[config.mk]
export PLATFORM = sky130hd
export DESIGN_NAME = mux12_rr_arbiter
export DESIGN_NICKNAME = d
export VERILOG_FILES = /design/src/rtl/mux12_rr_arbiter_pkg.sv /design/src/rtl/mux12.sv /design/src/rtl/mux12_rr_arbiter_rr_pick12.sv /design/src/rtl/mux12_rr_arbiter.sv
export SDC_FILE = /design/constraint.sdc
export NUM_CORES = 1
export LEC_CHECK = 0
export CORE_MARGIN = 2
export CORE_UTILIZATION = 50
export DETAILED_ROUTE_END_ITERATION = 10
export MAX_ROUTING_LAYER = met4
export PLACE_DENSITY = 0.85
export SLEW_MARGIN = 20
export SYNTH_ARGS = -nofsm -noshare
export SYNTH_HDL_FRONTEND = slang
export SYNTH_SLANG_ARGS = --single-unit
[constraint.sdc]
create_clock -name clk -period 11.1 [get_ports clk]
set_input_delay 2.22 -clock clk [delete_from_list [all_inputs] [get_ports clk]]
set_output_delay 2.22 -clock clk [all_outputs]
set_load 0.01 [all_outputs]
[src/rtl/mux12_rr_arbiter_pkg.sv]
// Shared constants, state encoding and index helper for the 12-way round-robin arbiter.
package mux12_rr_arbiter_pkg;

    localparam int unsigned NUM_IN = 12;
    localparam int unsigned SEL_W  = 4;

    typedef enum logic {
        IDLE = 1'b0,
        BUSY = 1'b1
    } state_t;

    // Increment a source index, wrapping 11 back to 0.
    function automatic logic [SEL_W-1:0] next_idx(input logic [SEL_W-1:0] idx);
        return (idx == SEL_W'(NUM_IN - 1)) ? '0 : idx + SEL_W'(1);
    endfunction

endpackage

[src/rtl/mux12.sv]
// 12:1 operand mux: select 0-7 addresses the 8-wide group, 8-11 the auxiliary inputs.
module mux12 #(
    parameter int unsigned W = 8
) (
    input  logic [8*W-1:0] in0_7,
    input  logic [W-1:0]   in8,
    input  logic [W-1:0]   in9,
    input  logic [W-1:0]   in10,
    input  logic [W-1:0]   in11,
    input  logic [3:0]     sel,
    output logic [W-1:0]   out
);

    // Group select on bit 3, then low bits pick within the group.
    always_comb begin
        out = '0;
        if (!sel[3]) begin
            out = in0_7[32'(sel[2:0])*W +: W];
        end else begin
            case (sel[1:0])
                2'd0:    out = in8;
                2'd1:    out = in9;
                2'd2:    out = in10;
                default: out = in11;
            endcase
        end
    end

endmodule

[src/rtl/mux12_rr_arbiter_rr_pick12.sv]
// Combinational round-robin pick: first requester at or after ptr, wrapping mod 12.
module rr_pick12
    import mux12_rr_arbiter_pkg::*;
(
    input  logic [NUM_IN-1:0] req,
    input  logic [SEL_W-1:0]  ptr,
    output logic [SEL_W-1:0]  idx,
    output logic              any
);

    // Scan ptr, ptr+1, ... 11, 0, ... ptr-1 and keep the first hit.
    always_comb begin
        int unsigned pos;
        idx = '0;
        any = 1'b0;
        pos = 0;
        for (int unsigned k = 0; k < NUM_IN; k++) begin
            pos = 32'(ptr) + k;
            if (pos >= NUM_IN) begin
                pos = pos - NUM_IN;
            end
            if (!any && req[SEL_W'(pos)]) begin
                any = 1'b1;
                idx = SEL_W'(pos);
            end
        end
    end

endmodule

[src/rtl/mux12_rr_arbiter.sv]
// Round-robin arbiter/sequencer for the PE's 12:1 operand mux with a registered valid/ready output stage.
module mux12_rr_arbiter
    import mux12_rr_arbiter_pkg::*;
#(
    parameter int unsigned DATA_SIZE = 8
) (
    input  logic                        clk,
    input  logic                        rst,
    input  logic [NUM_IN-1:0]           in_valid,
    input  logic [NUM_IN-1:0]           in_last,
    input  logic [NUM_IN*DATA_SIZE-1:0] in_data,
    output logic [NUM_IN-1:0]           in_ready,
    output logic                        out_valid,
    input  logic                        out_ready,
    output logic [DATA_SIZE-1:0]        out_data,
    output logic                        out_last,
    output logic [SEL_W-1:0]            out_src,
    output logic                        busy
);

    state_t            state;
    logic [SEL_W-1:0]  ptr;
    logic [SEL_W-1:0]  grant;
    logic [SEL_W-1:0]  pick_idx;
    logic              pick_any;
    logic [DATA_SIZE-1:0] sel_data;
    logic              sel_last;
    logic              sel_valid;
    logic              out_free;
    logic              xfer;

    rr_pick12 u_pick (
        .req (in_valid),
        .ptr (ptr),
        .idx (pick_idx),
        .any (pick_any)
    );

    mux12 #(.W(DATA_SIZE)) u_mux_data (
        .in0_7 (in_data[8*DATA_SIZE-1:0]),
        .in8   (in_data[8*DATA_SIZE +: DATA_SIZE]),
        .in9   (in_data[9*DATA_SIZE +: DATA_SIZE]),
        .in10  (in_data[10*DATA_SIZE +: DATA_SIZE]),
        .in11  (in_data[11*DATA_SIZE +: DATA_SIZE]),
        .sel   (grant),
        .out   (sel_data)
    );

    mux12 #(.W(1)) u_mux_last (
        .in0_7 (in_last[7:0]),
        .in8   (in_last[8]),
        .in9   (in_last[9]),
        .in10  (in_last[10]),
        .in11  (in_last[11]),
        .sel   (grant),
        .out   (sel_last)
    );

    mux12 #(.W(1)) u_mux_valid (
        .in0_7 (in_valid[7:0]),
        .in8   (in_valid[8]),
        .in9   (in_valid[9]),
        .in10  (in_valid[10]),
        .in11  (in_valid[11]),
        .sel   (grant),
        .out   (sel_valid)
    );

    assign busy     = (state == BUSY);
    assign out_free = !out_valid || out_ready;
    assign xfer     = busy && sel_valid && out_free;

    // Only the granted source may see ready, and only when the output stage can take a beat.
    always_comb begin
        in_ready = '0;
        if (busy) begin
            in_ready[grant] = out_free;
        end
    end

    // Arbitration FSM: pick in IDLE, hold the grant until a last beat is transferred.
    always_ff @(posedge clk or posedge rst) begin
        if (rst) begin
            state <= IDLE;
            ptr   <= '0;
            grant <= '0;
        end else begin
            case (state)
                IDLE: begin
                    if (pick_any) begin
                        grant <= pick_idx;
                        state <= BUSY;
                    end
                end
                BUSY: begin
                    if (xfer && sel_last) begin
                        ptr   <= next_idx(grant);
                        state <= IDLE;
                    end
                end
                default: state <= IDLE;
            endcase
        end
    end

    // Output register: load on transfer, drop valid once downstream accepts without a refill.
    always_ff @(posedge clk or posedge rst) begin
        if (rst) begin
            out_valid <= 1'b0;
            out_data  <= '0;
            out_last  <= 1'b0;
            out_src   <= '0;
        end else if (xfer) begin
            out_valid <= 1'b1;
            out_data  <= sel_data;
            out_last  <= sel_last;
            out_src   <= grant;
        end else if (out_ready) begin
            out_valid <= 1'b0;
        end
    end

endmodule
==> run summary, run 1 <==
==================================================================================================
Reg2Reg Depth                                                                                   14
Clock tree from TritonCTS                                                                     done
Area after DPL                                                                         0.00568 mm2
Total nets after synthesis                                                                     653
Final std cell area, no fill                                                           0.00573 mm2
Cell row count                                                                                  33
Vias in the first global route                                                                4605
Inst Count DP                                                                                  730
Leading cell types by count after synthesis                                           72 x sky130_fd_sc_hd__nand2_1, 51 x sky130_fd_sc_hd__o21ai_0, 32 x sky130_fd_sc_hd__mux4_2
WL per Instance                                                                            20.0 um
Area fraction of the dominant cell type after synthesis                                      17.3%
GR Overflow Total                                                                                0
Total negative setup slack                                                                    0 ns
Post-synth design cell area                                                            0.00416 mm2
First-pass GRT wire length                                                                22600 um
Initial Utilization                                                                          51.2%
Max-slew headroom                                                                            36.1%
I/O Buffers                                                                                    149
Skew-Pair Late Insertion Delay                                                             0.26 ns
Post-synth ARST share                                                                         100%
Filler Cell Count                                                                              640
Number of antenna violations at the first check in global routing                                0
Synth unique cells                                                                              73
Drt via density                                                                               6.42
Fin crit share                                                                               54.4%
Clock transition time at the flip-flop clock pins of the worst setup and hold paths        0.08 ns
Highest fanout seen on the critical path                                                         5
Slack of the worst reg-to-reg path                                                         5.91 ns
Count of buffers added by post-CTS timing repair for setup                                       0
Crit Path Class                                                                       primary input to output pin
Number of instances in the synthesized netlist                                                 503
Leakage dissipation                                                                        2.24 nW
Num CTS Buffers                                                                                  3
Setup violation total in the final timing report                                                 0
Initial DRC count                                                                              356
Timing endpoint of the critical path                                                   in_ready[9]
DIE WIDTH                                                                                  95.3 um
Fraction of layout cells with a size suffix above 1                                          11.3%
Antenna diodes                                                                                   0
Maximum number of pins on one net before global-route repair                                    33
Instance count along the most critical hold path                                                 2
Total power divided by cell area                                                        373 mW/mm2
Die area                                                                               0.00907 mm2
Post-route minimum period                                                                  6.04 ns
Leading post-synthesis cells by cell area                                             sky130_fd_sc_hd__mux4_2 17%, sky130_fd_sc_hd__dfrtp_1 14%, sky130_fd_sc_hd__ha_1 8.1%
Number of slew-limit violations in the final report                                              0
Worst hold path type                                                                  register to register
# DRC                                                                                            0
R2r startpoint                                                                              ptr[1]
Final Skew                                                                              0.00239 ns
Number of synthesized flops with an enable pin                                                   0
Final ANT Viol Nets                                                                              0
Total vias in the final route                                                                 4710
Per-instance average area after synthesis                                                 8.28 um2
Placer's final routability congestion estimate                                               0.993
Number of warning messages in the yosys log                                                      0
Post-cts resize count                                                                            0
Maximum buffer depth of the clock tree                                                           2
Total length of routed wires                                                              14700 um
DRT Pass-1 Iters                                                                                 7
Aggregate global-route resource usage                                                        33.0%
I/O pin total                                                                                  150
Floorplan core area                                                                    0.00813 mm2
Type of origin of the critical path                                                   primary input
Most frequently used cell type in the post-synthesis netlist                          sky130_fd_sc_hd__nand2_1
# clock sinks                                                                                   23
Layout net count                                                                               780
Arrival time of the worst setup path                                                       3.82 ns
Endpoint of the worst register-to-register path                                           grant[0]
Synth-to-Final Area Change                                                                   37.6%
Worst VDD drop                                                                            0.134 mV
H-tree depth                                                                                     1
Part of the Yosys area used for sequential elements                                          13.8%
Required time of the critical path                                                         8.88 ns
Die boundary height                                                                        95.3 um
Final HPWL from detailed placement                                                        12000 um
Synth Register Bits                                                                             23
Result of the run                                                                     finished, final reports clean
Crit end category                                                                       output pin
Actual slew at the worst max-slew pin                                                     0.958 ns
Main synth FF type                                                                    sky130_fd_sc_hd__dfrtp_1
Max-cap violations                                                                               0
Clock tree root buffer cell                                                           sky130_fd_sc_hd__clkbuf_8
Count of placed standard cells in the final layout, fillers left out                           734
Final-report hold violation count                                                                0
CTS Hold Buffers Added                                                                           0
Max Clock Freq                                                                             166 MHz
Launch point of the worst path                                                           out_ready
Cell type with the highest aggregate area in the netlist                              sky130_fd_sc_hd__mux4_2
Unrepaired setup endpoints after global routing                                                 no
==================================================================================================
==> worst min path at each step <==
stage	from	slack (ns)	endpoint
5_1_grt	out_src[0]	0.52	out_src[0]
6_report	out_data[6]	0.49	out_data[6]
2_1_floorplan	out_data[0]	0.52	out_data[0]
3_5_place_dp	out_data[6]	0.47	out_data[6]
4_1_cts	out_data[6]	0.49	out_data[6]
3_3_place_gp	out_data[6]	0.46	out_data[6]
==> stage by stage <==
stage               worst slack, ns  utilization (%)  hold WS (ns)  total power [mW]
floorplan                      6.08                -         0.516              1.58
global placement               5.16             69.8         0.461              1.99
detailed placement             5.10             69.8         0.469              2.05
CTS                            5.09             70.4         0.488              2.11
global route                   4.99             70.4         0.518              2.31
finish                         5.06             70.4         0.488              2.14
==> layer usage <==
metal | wire, um | vias to the layer above | share of wire, % | global-route usage (%)
met5 | 0 | - | 0 | -
met4 | 554 | 0 | 3.8 | 12.4
met3 | 869 | 45 | 5.9 | 4.19
met2 | 7530 | 224 | 51 | 56.3
met1 | 5730 | 2263 | 39 | 40.0
li1 | - | 2178 | - | -
==> cell usage in the layout, fill, tap and decap left out, types with 10 or more instances in the layout <==
cell type	n
sky130_fd_sc_hd__inv_1	19
sky130_fd_sc_hd__clkdlybuf4s50_1	149
sky130_fd_sc_hd__nor2_1	29
sky130_fd_sc_hd__dfrtp_1	23
sky130_fd_sc_hd__mux2_2	13
sky130_fd_sc_hd__a21oi_1	19
sky130_fd_sc_hd__o21ai_0	51
sky130_fd_sc_hd__nand3_1	19
sky130_fd_sc_hd__mux4_2	32
sky130_fd_sc_hd__ha_1	27
sky130_fd_sc_hd__nand2_1	72
sky130_fd_sc_hd__a222oi_1	10
==> worst max-delay path: stages <==
cell                              delay [ns]
sky130_fd_sc_hd__clkdlybuf4s50_1        0.44
sky130_fd_sc_hd__nand2b_1               0.18
sky130_fd_sc_hd__nand3_1                0.16
sky130_fd_sc_hd__nor2_1                 0.23
sky130_fd_sc_hd__clkdlybuf4s50_1        0.59
==> cell type report <==
class	count	area, um2	share of cell area [%]
well taps	105	131	2.29
repair buffers	153	1520	26.6
flip-flops and latches	23	576	10.0
clock buffers	4	45.0	0.786
multi-input cells	427	3370	58.9
inverters	22	82.6	1.44
==> cell families (layout without fill, tap and decap cells) <==
family | after synthesis | in the layout | synth area share (%)
buf+inv | 53 | 179 | 5.29
xor+xnor | 9 | 9 | 2.25
flops | 23 | 23 | 13.8
compound gates | 154 | 154 | 25.6
simple gates | 184 | 184 | 22.2
fa+ha+maj | 27 | 27 | 8.11
mux | 53 | 53 | 22.7
==> sequential cells by signal, indices dropped and copies added (netlist names) <==
| name | cells |
|---|---|
| grant | 4 |
| out_last | 1 |
| busy | 1 |
| out_src | 4 |
| out_valid | 1 |
| out_data | 8 |
| ptr | 4 |
==> report_power, final <==
group          total [mW]  leakage [nW]  switching (mW)  internal, mW
sequential          0.196         0.280          0.0704         0.126
combinational        1.89          1.93            1.08         0.806
clock              0.0516        0.0228          0.0261        0.0256
No activity file was read; power rests on OpenSTA's default activity.
==> run 2, diff against run 1 <==
CORE_UTILIZATION = 42   (was 50)
PLACE_DENSITY = 0.76   (was 0.85)
clock period = 5.4 ns   (was 11.1 ns; I/O delays follow)
==> run 2 against run 1 <==
Compared with the run above: non-clock buffer count is 5 higher; power is 110% higher; global-route usage is 5.2 points lower; final cell count is 4.5% higher; combinational power is 110% higher; critical path type is now register to register; largest cell class unchanged.
==> run summary, run 2 (synthesis gave the netlist of run 1 again) <==
==================================================================================================
Antenna diodes                                                                                   0   unchanged
Filler Cell Count                                                                              862   +35%
Max FFs per register                                                                             8   unchanged
Synth-to-Final Area Change                                                                   39.2%
Required time of the critical path                                                         5.57 ns   -3.31 ns
Count of buffers added by post-CTS timing repair for setup                                       0   unchanged
Max Clock Freq                                                                             231 MHz
Final-report hold violation count                                                                0   unchanged
# clock sinks                                                                                   23   unchanged
I/O Buffers                                                                                    149   unchanged
Most common cell after layout, fill and taps aside                                    sky130_fd_sc_hd__clkdlybuf4s50_1
Cell row count                                                                                  36   +9.1%
Total power divided by cell area                                                        769 mW/mm2   +110%
Fraction of layout cells with a size suffix above 1                                          12.0%   +0.70 points
Clock transition time at the flip-flop clock pins of the worst setup and hold paths        0.09 ns   about the same
Initial DRC count                                                                              376   +5.6%
Die boundary height                                                                         104 um   +8.7%
Post-layout total power                                                                    4.46 mW   +110%
Drt via density                                                                               6.25   -2.6%
Vias in the first global route                                                                4572   -0.72%
Leakage dissipation                                                                        2.26 nW   +1.2%
# DRC                                                                                            0   unchanged
Total negative setup slack                                                                    0 ns   unchanged
Type of origin of the critical path                                                       register
Result of the run                                                                     finished, final reports clean
Number of slew-limit violations in the final report                                              0   unchanged
DRT Pass-1 Iters                                                                                 7   unchanged
Actual slew at the worst max-slew pin                                                     0.986 ns   +0.0282 ns
Highest-count cells in the layout ignoring fill and taps                              149 x sky130_fd_sc_hd__clkdlybuf4s50_1, 72 x sky130_fd_sc_hd__nand2_1, 51 x sky130_fd_sc_hd__o21ai_0
Initial Utilization                                                                          43.0%   -8.2 points
Final ANT Viol Nets                                                                              0   unchanged
Arrival time of the worst setup path                                                       4.50 ns   +0.68 ns
Crit end category                                                                         register
Total vias in the final route                                                                 4796   +1.8%
Post-route minimum period                                                                  4.34 ns
Fin crit share                                                                               80.3%
Crit Path Class                                                                       register to register
Worst hold path type                                                                  register to register
Register with the most flip-flops                                                         out_data
Total length of routed wires                                                              15000 um   +1.9%
CTS Hold Buffers Added                                                                           0   unchanged
Highest fanout seen on the critical path                                                        11   +6
Max-slew headroom                                                                            34.2%   -1.9 points
Setup violation total in the final timing report                                                 0   unchanged
GR Overflow Total                                                                                0   unchanged
Num CTS Buffers                                                                                  3   unchanged
H-tree depth                                                                                     1   unchanged
Maximum buffer depth of the clock tree                                                           2   unchanged
Final HPWL from detailed placement                                                        12100 um   +0.57%
Unrepaired setup endpoints after global routing                                                 no
Worst VDD drop                                                                            0.372 mV   +180%
Post-cts resize count                                                                            0   unchanged
Clock tree root buffer cell                                                           sky130_fd_sc_hd__clkbuf_8
Number of antenna violations at the first check in global routing                                0   unchanged
Floorplan core area                                                                    0.00968 mm2   +19%
DIE WIDTH                                                                                   104 um   +8.7%
I/O pin total                                                                                  150   unchanged
Max-cap violations                                                                               0   unchanged
Setup WS post-layout                                                                       1.06 ns   -4.00 ns
Skew-Pair Late Insertion Delay                                                             0.27 ns   about the same
Die area                                                                                0.0107 mm2   +18%
First-pass GRT wire length                                                                23300 um   +3.2%
Aggregate global-route resource usage                                                        27.8%   -5.2 points
Clock tree from TritonCTS                                                                     done
Maximum number of pins on one net before global-route repair                                    33   unchanged
Final Skew                                                                              0.00303 ns   +0.000645 ns
Layout net count                                                                               785   +0.64%
Placer's final routability congestion estimate                                                1.03   +4.2%
Setup slack after placement                                                                1.05 ns   -4.04 ns
WL per Instance                                                                            19.5 um   -2.5%
==================================================================================================
[run 2: cell count changes in the layout (fill, tap and decap cells not counted), sizes merged]
cell    change
clkinv      +1
clkbuf      -1
buf         +5
[run 2: path summary, 6_finish.rpt]
check,startpoint,end,slack [ns],depth (start not counted)
worst min register to register,out_data[3],out_data[3],0.49,2
worst min-delay path,out_data[3],out_data[3],0.49,2
min in group asynchronous,rst,out_data[7],1.32,2
worst max register to register,ptr[0],grant[0],1.06,14
worst max-delay path,ptr[0],grant[0],1.06,14
max in group asynchronous,rst,out_src[0],3.49,2
[run 2: cell type report]
type	count	area [um2]	area share [%]
clock buffers	3	41.3	0.712
inverters	22	82.6	1.42
multi-input cells	427	3370	58.1
repair buffers	158	1560	26.9
well taps	133	166	2.87
flip-flops and latches	23	576	9.93
clock inverters	1	5.00	0.0863
[run 2: routing by layer]
layer / vias up / global-route usage (%) / share of wire [%]
li1: 2191 / - / -
met1: 2316 / 33.8 / 39
met2: 252 / 49.3 / 52
met3: 37 / 3.02 / 6.3
met4: 0 / 7.63 / 2.7
met5: - / - / 0
[run 2: critical path: stages (launching register included)]
cell and delay (ns):
sky130_fd_sc_hd__dfrtp_1 0.41, sky130_fd_sc_hd__inv_1 0.16, sky130_fd_sc_hd__ha_1 0.31, sky130_fd_sc_hd__xnor2_2 0.45
sky130_fd_sc_hd__inv_1 0.21, sky130_fd_sc_hd__ha_1 0.25, sky130_fd_sc_hd__a221oi_1 0.65, sky130_fd_sc_hd__a21oi_1 0.14
sky130_fd_sc_hd__mux2_2 0.30, sky130_fd_sc_hd__o22a_1 0.21, sky130_fd_sc_hd__nor4_2 0.43, sky130_fd_sc_hd__nor4_1 0.16
sky130_fd_sc_hd__o21ai_2 0.10, sky130_fd_sc_hd__a21oi_1 0.09, sky130_fd_sc_hd__o41ai_2 0.35
[run 2: metrics by stage]
stage                     hold WS [ns]  cells  area [um2]  util, %
after CTS                        0.494    767        5800     59.9
after floorplan                  0.516    503        4160        -
after global routing             0.519    767        5800     59.9
after global placement           0.463    763        5750     59.4
final                            0.489    767        5800     59.9
after detailed placement         0.474    763        5750     59.4
[run 2: report_power, final]
| group | leakage [nW] | switching (mW) | internal, mW | total, mW |
|---|---|---|---|---|
| registers | 0.280 | 0.0815 | 0.260 | 0.342 |
| clock network | 0.0255 | 0.0603 | 0.0517 | 0.112 |
| logic | 1.96 | 2.32 | 1.68 | 4.01 |
| total | 2.26 | 2.46 | 1.99 | 4.46 |
==> run 3, diff against run 2 <==
clock period = 3.63 ns   (was 5.4 ns; I/O delays follow)
==> run 3 against run 2 <==
Compared with the run above: clock skew increased by 0.0015 ns; via count increased by 7.8%; non-clock buffer count increased by 98; highest routed layer unchanged.
==> run summary, run 3 (synthesis gave the netlist of run 1 again) <==
==================================================================================================
Layout net count                                                                               883   +12%
Crit end category                                                                         register
Final std cell area, no fill                                                           0.00688 mm2   +19%
Arrival time of the worst setup path                                                       3.76 ns   -0.74 ns
First-pass GRT wire length                                                                25700 um   +10%
Total length of routed wires                                                              16500 um   +10%
H-tree depth                                                                                     1   unchanged
GR Overflow Total                                                                                0   unchanged
Post-route minimum period                                                                  3.60 ns   -0.735 ns
Highest-count cells in the layout ignoring fill and taps                              143 x sky130_fd_sc_hd__clkdlybuf4s50_1, 101 x sky130_fd_sc_hd__buf_4, 70 x sky130_fd_sc_hd__nand2_1
Final HPWL from detailed placement                                                        13500 um   +11%
Placer's final routability congestion estimate                                               0.988   -4.5%
Skew-Pair Late Insertion Delay                                                             0.26 ns   about the same
Max-slew headroom                                                                            39.4%   +5.2 points
Final-report hold violation count                                                                0   unchanged
Register with the most flip-flops                                                         out_data
Required time of the critical path                                                         3.79 ns   -1.78 ns
# DRC                                                                                            0   unchanged
Die area                                                                                0.0107 mm2   unchanged
Setup violation total in the final timing report                                                 0   unchanged
Synth-to-Final Area Change                                                                   65.1%
Die boundary height                                                                         104 um   unchanged
Max-cap violations                                                                               0   unchanged
Area after DPL                                                                         0.00646 mm2   +12%
Worst hold path type                                                                  register to register
Total vias in the final route                                                                 5171   +7.8%
Floorplan core area                                                                    0.00968 mm2   unchanged
Initial DRC count                                                                              432   +15%
DRT Pass-1 Iters                                                                                 8   +1
Clock tree from TritonCTS                                                                     done
Number of slew-limit violations in the final report                                              0   unchanged
Max FFs per register                                                                             8   unchanged
Result of the run                                                                     finished, final reports clean
Vias in the first global route                                                                5077   +11%
# clock sinks                                                                                   23   unchanged
Highest fanout seen on the critical path                                                         4   -7
Antenna diodes                                                                                   0   unchanged
Initial Utilization                                                                          43.0%   unchanged
WL per Instance                                                                            19.1 um   -2.2%
Maximum number of pins on one net before global-route repair                                    25   -24%
Final ANT Viol Nets                                                                              0   unchanged
I/O Buffers                                                                                    149   unchanged
Fin crit share                                                                               99.2%   +19 points
Maximum buffer depth of the clock tree                                                           2   unchanged
Final Skew                                                                              0.00458 ns   +0.00155 ns
Num CTS Buffers                                                                                  3   unchanged
Actual slew at the worst max-slew pin                                                     0.908 ns   -0.0784 ns
Drt via density                                                                               5.98   -4.4%
CTS Hold Buffers Added                                                                           0   unchanged
Aggregate global-route resource usage                                                        30.1%   +2.3 points
Number of antenna violations at the first check in global routing                                0   unchanged
Fraction of layout cells with a size suffix above 1                                          29.9%   +18 points
Cell row count                                                                                  36   unchanged
Unrepaired setup endpoints after global routing                                                yes
Post-Route Hold Slack                                                                     0.484 ns   -0.00531 ns
Max Clock Freq                                                                             278 MHz   +20%
Most common cell after layout, fill and taps aside                                    sky130_fd_sc_hd__clkdlybuf4s50_1
Clock transition time at the flip-flop clock pins of the worst setup and hold paths        0.08 ns   about the same
DIE WIDTH                                                                                   104 um   unchanged
Type of origin of the critical path                                                       register
Filler Cell Count                                                                              764   -11%
Clock tree root buffer cell                                                           sky130_fd_sc_hd__clkbuf_8
Crit Path Class                                                                       register to register
I/O pin total                                                                                  150   unchanged
==================================================================================================
-- run 3: changes by cell type in the layout (fill, tap and decap cells not counted), moves of 4 or more --
cell | before | now
sky130_fd_sc_hd__ha_4 | 0 | 4
sky130_fd_sc_hd__dlymetal6s2s_1 | 0 | 6
sky130_fd_sc_hd__buf_4 | 9 | 101
sky130_fd_sc_hd__ha_1 | 27 | 20
sky130_fd_sc_hd__a21oi_1 | 19 | 15
sky130_fd_sc_hd__buf_6 | 0 | 6
sky130_fd_sc_hd__inv_1 | 19 | 15
sky130_fd_sc_hd__clkdlybuf4s50_1 | 149 | 143
-- run 3: timing repair --
item / CTS / global route
setup endpoints to repair: 4 / 5
buffers inserted: 0 / 11
pin swaps: 1 / 16
gates resized for setup: 6 / 60
-- run 3: path summary, 6_finish.rpt --
kind	start	to	slack (ns)	depth (start not counted)
max	ptr[1]	grant[3]	0.03	15
min	out_data[7]	out_data[7]	0.48	2
max reg2reg	ptr[1]	grant[3]	0.03	15
min reg2reg	out_data[7]	out_data[7]	0.48	2
max in group asynchronous	rst	ptr[0]	2.06	2
min in group asynchronous	rst	out_src[2]	0.95	2
-- run 3: cell type report --
type	instances	area, um2	share of cell area, %
well taps	133	166	2.42
flip-flops and latches	23	579	8.42
inverters	22	91.3	1.33
clock buffers	4	45.0	0.655
multi-input cells	427	3660	53.3
repair buffers	256	2330	33.9
-- run 3: worst max-delay path, stage by stage (launching register included) --
cell,delay [ns]
sky130_fd_sc_hd__dfrtp_2,0.50
sky130_fd_sc_hd__ha_4,0.21
sky130_fd_sc_hd__and3b_1,0.20
sky130_fd_sc_hd__nor2_2,0.10
sky130_fd_sc_hd__inv_1,0.05
sky130_fd_sc_hd__ha_1,0.18
sky130_fd_sc_hd__o21a_1,0.22
sky130_fd_sc_hd__o31ai_2,0.24
sky130_fd_sc_hd__o311ai_2,0.19
sky130_fd_sc_hd__a211oi_2,0.32
sky130_fd_sc_hd__nand4_2,0.22
sky130_fd_sc_hd__buf_6,0.18
sky130_fd_sc_hd__or4_4,0.52
sky130_fd_sc_hd__nand3_1,0.10
sky130_fd_sc_hd__o21ai_0,0.09
sky130_fd_sc_hd__a22o_1,0.18
-- run 3: layer usage --
metal  up-vias  track usage, %  part of all wire (%)
met3        33            1.76                   6.5
met5         -               -                     0
li1       2384               -                     -
met2       242            53.6                    51
met1      2512            36.3                    39
met4         0            10.7                   3.5
-- run 3: through the flow --
step	instances	util (%)	setup TNS [ns]	worst slack (ns)
2_1_floorplan	503	-	0	0.00324
3_3_place_gp	850	66.8	-0.263	-0.102
3_5_place_dp	850	66.8	-0.564	-0.168
4_1_cts	854	67.5	0	0.00211
5_1_grt	865	71.0	-0.377	-0.108
6_report	865	71.0	0	0.0289
Power of run 3 is not shown: default switching activity piles up to over one toggle a cycle in this logic, so the estimate is an artifact.
